[src/rtl/icache_fetch.sv]
// ---------------------------------------------------------------------------
// icache_fetch
//   Direct-mapped, read-only instruction cache between the core's fetch stage
//   and the instruction memory port. A one-cycle instrreq pulse is looked up
//   combinationally. A hit returns the instruction in the same cycle. A miss
//   raises abort and refills the whole line from memory, one word per beat,
//   using a memreq/memready handshake. It then presents the requested word
//   for one RESPOND cycle.
//
//   Address layout (byte address):
//     [1:0]                byte within word (ignored)
//     [OB+1:2]             word offset within line
//     [OB+IB+1:OB+2]       line index
//     [AW-1:OB+IB+2]       tag
//
// Ports
//   clk       in   rising-edge clock
//   reset     in   asynchronous, active-high reset
//   instrreq  in   fetch request pulse from the core
//   instradr  in   byte address of the instruction
//   instrF    out  fetched instruction (holds when idle)
//   hit       out  request served from the cache this cycle
//   abort     out  instruction not available yet; core must wait
//   memreq    out  refill beat request to instruction memory
//   memadr    out  word-aligned byte address of the current refill beat
//   memrdata  in   refill data, valid with memready
//   memready  in   beat accepted / memrdata valid
// ---------------------------------------------------------------------------
module icache_fetch #(
    parameter int LINES = 16,
    parameter int WORDS = 4,
    parameter int AW    = 32
) (
    input  logic          clk,
    input  logic          reset,
    input  logic          instrreq,
    input  logic [AW-1:0] instradr,
    output logic [31:0]   instrF,
    output logic          hit,
    output logic          abort,
    output logic          memreq,
    output logic [AW-1:0] memadr,
    input  logic [31:0]   memrdata,
    input  logic          memready
);

    localparam int OB = $clog2(WORDS);
    localparam int IB = $clog2(LINES);
    localparam int TW = AW - IB - OB - 2;
    localparam logic [OB-1:0] LAST_BEAT = OB'(WORDS - 1);

    typedef enum logic [1:0] {
        IDLE    = 2'd0,
        REFILL  = 2'd1,
        RESPOND = 2'd2
    } state_t;

    state_t            state;

    // Line storage. Data and tags need no reset; valid bits gate every use.
    logic [31:0]       data_mem [LINES][WORDS];
    logic [TW-1:0]     tag_mem  [LINES];
    logic [LINES-1:0]  valid;

    logic [OB-1:0]     cnt;       // refill beat counter
    logic [AW-1:0]     reqadr;    // address of the missing request
    logic [31:0]       instr_q;   // last presented instruction

    // Lookup fields from the live request address.
    logic [OB-1:0]     lk_off;
    logic [IB-1:0]     lk_idx;
    logic [TW-1:0]     lk_tag;

    // Fields of the latched miss address; the refill always targets these.
    logic [OB-1:0]     rq_off;
    logic [IB-1:0]     rq_idx;
    logic [TW-1:0]     rq_tag;

    logic              lookup_hit;
    logic              req_idle;
    logic              fill_beat;
    logic              unused_bits;

    assign lk_off = instradr[OB+1:2];
    assign lk_idx = instradr[OB+IB+1:OB+2];
    assign lk_tag = instradr[AW-1:OB+IB+2];

    assign rq_off = reqadr[OB+1:2];
    assign rq_idx = reqadr[OB+IB+1:OB+2];
    assign rq_tag = reqadr[AW-1:OB+IB+2];

    // Byte-select bits play no part in an instruction fetch.
    assign unused_bits = ^{instradr[1:0], reqadr[1:0]};

    assign lookup_hit = valid[lk_idx] && (tag_mem[lk_idx] == lk_tag);

    // Requests are only looked up in IDLE. Requests in REFILL or RESPOND are
    // ignored. Reset masks the lookup so that abort drops at once.
    assign req_idle  = (state == IDLE) && instrreq && !reset;
    assign fill_beat = (state == REFILL) && memready;

    // Response path: hit and abort are combinational so that a hit is
    // answered in the request cycle.
    always_comb begin
        hit    = 1'b0;
        abort  = 1'b0;
        instrF = instr_q;
        if (req_idle) begin
            if (lookup_hit) begin
                hit    = 1'b1;
                instrF = data_mem[lk_idx][lk_off];
            end else begin
                abort  = 1'b1;
            end
        end else if (state == REFILL) begin
            abort  = 1'b1;
        end else if (state == RESPOND) begin
            // The last beat was written on the edge entering RESPOND.
            instrF = data_mem[rq_idx][rq_off];
        end
    end

    // Line data and tag writes happen only during refill beats.
    always_ff @(posedge clk) begin
        if (fill_beat) begin
            data_mem[rq_idx][cnt] <= memrdata;
            if (cnt == LAST_BEAT) begin
                tag_mem[rq_idx] <= rq_tag;
            end
        end
    end

    // Control FSM with registered memory-side outputs.
    always_ff @(posedge clk or posedge reset) begin
        if (reset) begin
            state   <= IDLE;
            valid   <= '0;
            cnt     <= '0;
            reqadr  <= '0;
            memreq  <= 1'b0;
            memadr  <= '0;
            instr_q <= '0;
        end else begin
            // instrF holds its value whenever nothing new is presented.
            instr_q <= instrF;
            case (state)
                IDLE: begin
                    if (instrreq && !lookup_hit) begin
                        reqadr        <= instradr;
                        // The line is invalidated now, so a reset in the
                        // middle of the refill leaves it invalid.
                        valid[lk_idx] <= 1'b0;
                        cnt           <= '0;
                        memreq        <= 1'b1;
                        memadr        <= {instradr[AW-1:OB+2], {OB{1'b0}}, 2'b00};
                        state         <= REFILL;
                    end
                end

                REFILL: begin
                    // With memready low, memreq and memadr simply hold.
                    if (memready) begin
                        cnt <= cnt + 1'b1;
                        if (cnt == LAST_BEAT) begin
                            valid[rq_idx] <= 1'b1;
                            memreq        <= 1'b0;
                            memadr        <= '0;
                            state         <= RESPOND;
                        end else begin
                            // Only the offset field advances, so the refill
                            // stays inside the line.
                            memadr[OB+1:2] <= cnt + 1'b1;
                        end
                    end
                end

                RESPOND: begin
                    state <= IDLE;
                end

                default: begin
                    state <= IDLE;
                end
            endcase
        end
    end

endmodule

[config.mk]
export PLATFORM = sky130hd
export DESIGN_NAME = icache_fetch
export DESIGN_NICKNAME = d
export VERILOG_FILES = /design/src/rtl/icache_fetch.sv
export SDC_FILE = /design/constraint.sdc
export NUM_CORES = 2
export LEC_CHECK = 0
export CAP_MARGIN = 10
export CELL_PAD_IN_SITES_DETAIL_PLACEMENT = 0
export CELL_PAD_IN_SITES_GLOBAL_PLACEMENT = 1
export CORE_MARGIN = 2
export CORE_UTILIZATION = 51
export CTS_CLUSTER_DIAMETER = 50
export DETAILED_ROUTE_END_ITERATION = 10
export GPL_ROUTABILITY_DRIVEN = 0
export PLACE_DENSITY_LB_ADDON = 0.1
export RECOVER_POWER = 50
export SETUP_SLACK_MARGIN = 0.4
export SYNTH_ARGS = -nofsm -noshare
export SYNTH_HDL_FRONTEND = slang
export SYNTH_SLANG_ARGS = --single-unit
[constraint.sdc]
create_clock -name clk -period 5.59 [get_ports clk]
set_input_delay 1.118 -clock clk [delete_from_list [all_inputs] [get_ports clk]]
set_output_delay 1.118 -clock clk [all_outputs]
set_load 0.02 [all_outputs]
==> metrics.cfg <==
[timing]
period_needed_ps=5887
finalHoldViolations=0
max-slew-margin-rel=-1.668
final-max-slew-violation-count=2287
setup_viol=33
finalCritPeriodShare=1.053
fmax_mhz=169.9
worst_slew_pin_slew_ps=4002
finalClockSkew_ps=46.73
rsz0062_at_grt=true
finalWorstSetupSlack_ps=-297.5

[clocking]
cts-root-buf=clkbuf_16
hold_buffers=0
insertion_delay_ps=930
clkSlewWorstSetupHoldPaths_ps=60
cts_buffers=312
cts_sinks=2544
cts_tree=built
cts-htree-levels=5
cts_buffer_depth=4

[floorplanning]
die_w_um=475.9
start_util=0.5120
pin_count=135
die_area_mm2=0.2265
core-area_mm2=0.2219
fp-row-count=173
die_y_um=475.9

[global_routing]
grt_max_degree=113
grt_use_total=0.3194
grt-ovfl-total=0
grt_pass1_wl_mm=493.6
antenna_found_initial=12
grt_pass1_vias=61980

[yosys]
synth.cell_area_mm2=0.1136
yosys.area.top_type=edfxtp_1
ys_seq_area_frac=0.6676
syn_area_per_cell_um2=22.80
ys.flop_type=edfxtp_1
ys_async_sr_fraction=0.04403
synth_area_leaders=edfxtp_1 64%, mux4_2 28%, dfrtp_1 2.5%
ys_top_cells_by_count=2432 x edfxtp_1, 1387 x mux4_2, 207 x clkbuf_1
yosys_warnings=0
synth_top_area_share=0.6429
synth-edff-count=2432
syn-instance-count=4981
yosysMostFrequentCell=edfxtp_1
ys_types=62
yosys_register_bits=2544

[drt]
drc=0
vias=60940
vias_per_cell=6.988
dr.pass1.iters=6
antenna_left=0
routed_wl_mm=356.8
drt-initial-drc-count=7636
wl_per_cell_um=40.92

[flow_run]
cap_violations=37

[final_layout]
drive_gt1_frac=0.4479
fillers=15640
nNetsFinal=5591
fin_area_mm2=0.1334
multi_input_area_mm2=0.03697
register_area_mm2=0.07586
area_growth_pct=17.44

[power_and_ir_drop]
p_leak_uw=0.04251
combPwrFrac=0.263
ir_worst_vdd_mv=0.2872
p_per_area_mw_per_mm2=440.0
p_clk_frac=0.341
netSwitchingFraction=0.2846
p_switching_uw=16710
internal_power_uw=41990
pwr-share-seq=0.396

[setup_path]
critPathKind=in2out
endpoint_kind=output port
slowest_stage=mux4_2
cpPeakStageDelay_ps=450
setup.worst_path.start_class=input port
cp_max_fo=42
critPathArrivalTime_ps=4770
critical_path.cell_chain=buf_12 > bufbuf_16 > bufbuf_16 > buf_12 > buf_6 > buf_4 > mux4_2 > mux4_2 > a22oi_1 > buf_4 > nand3_1 > o221a_4 > buf_8
cp_data_required_time_ps=4470

[status]
status=finished with violations
violations=max-capacitance violations, max-slew violations, negative setup slack

[placement]
hpwl_mm=201.1
pre_cts_ws_ps=-1110
place_area_mm2=0.1219
port_buffers=130

[worst_hold_path]
hold_class=reg2reg

## critical path, delay by kind of cell
family,cells,cell delay (ps)
compound gates,2,560
simple gates,1,210
mux,2,820
buf+inv,8,1990
## power by group through the flow
stage | Sequential (uW) | Clock (uW) | Combinational (uW)
after floorplan | 23100 | 0 | 9730
after global placement | 23500 | 0 | 15100
after detailed placement | 23600 | 0 | 15100
after CTS | 23200 | 20200 | 15500
after global routing | 23300 | 21000 | 16100
final | 23200 | 20000 | 15500
## cell families after synthesis
kind of cell	count (synthesis)	synth area share
flops	2544	0.6676
mux	1530	0.2890
buf+inv	411	0.01538
simple gates	277	0.01149
compound gates	186	0.01388
xor+xnor	28	0.002159
fa+ha+maj	4	0.0004406
other cells	1	0.00003301
## metrics by stage
step / cells / power, uW / hold WS, ps / TNS [ps] / utilization
2_1_floorplan: 4982 / 32810 / 464.8 / 0 / -
3_3_place_gp: 8120 / 38620 / 460.3 / -35340 / 0.5493
3_5_place_dp: 8120 / 38720 / 466.9 / -31660 / 0.5493
4_1_cts: 8697 / 58910 / 481.6 / -7090 / 0.6001
5_1_grt: 8719 / 60370 / 500.6 / -11430 / 0.6012
6_report: 8721 / 58700 / 480.3 / -6548 / 0.6013
## final timing paths
check / slack (ps) / depth (start not counted) / startpoint / end
setup / recovery: -300 / 13 / instradr[5] / instrF[23]
hold / removal: 480 / 2 / memreq$_DFFE_PP0P_ / memreq$_DFFE_PP0P_
setup reg to reg: 320 / 5 / state[1]$_DFFE_PP0P_ / tag_mem[5][14]$_DFFE_PP_
hold reg to reg: 480 / 2 / memreq$_DFFE_PP0P_ / memreq$_DFFE_PP0P_
max in group asynchronous: 270 / 3 / reset / reqadr[2]$_DFFE_PP0P_
min in group asynchronous: 2380 / 3 / reset / valid[11]$_DFFE_PP0P_
## layer usage
metal  wire (um)  global-route usage
met1      138200              0.4507
met5           9                   0
met4       14150              0.1132
met3       34120             0.06903
met2      170400              0.4988
## state kept, by name, indices dropped and copies added, names as in the netlist
name,flops
memreq,1
memadr,30
state,2
reqadr,30
valid,16
tag_mem,384
data_mem,2048
cnt,1
instr_q,32
## repair_timing
item	in CTS	in global routing
setup buffers	32	16
endpoints found under the setup margin	34	34
resized for setup	213	46
cloned	12	0
pin swaps	18	16
## area by class of cell
class                      instances  share of cell area
clock inverter                   148             0.01272
inverter                          32           0.0009848
multi-input combinational       2027              0.2771
sequential                      2544              0.5686
clock buffer                     385             0.06252
timing repair buffer             602             0.04999
antenna                            8           0.0001501
tap                             2975             0.02790
## layout by cell type (no fill, tap or decap), types with 6 or more instances in the layout
cell type	instances
a21oi_1	8
clkinvlp_4	18
edfxtp_1	2432
nand4_1	6
inv_8	8
bufbuf_16	6
clkbuf_1	90
mux2_2	49
nor2b_1	13
inv_1	29
nor2_1	17
buf_16	11
clkbuf_8	11
bufinv_16	32
mux2i_1	83
nor2_4	67
o22ai_1	12
o32a_1	14
dfrtp_4	6
nand3_1	42
diode_2	8
clkinv_1	33
o21ai_0	8
buf_4	309
clkinv_4	9
clkinv_2	31
clkdlybuf4s50_1	59
a22oi_1	68
or2_2	34
clkbuf_16	319
o221a_4	30
buf_6	49
buf_8	12
mux4_2	1389
nand2_1	69
buf_12	119
dfrtp_1	106
inv_6	20
xnor2_1	21
xnor2_2	6
Power figures use the tool's default switching activity.
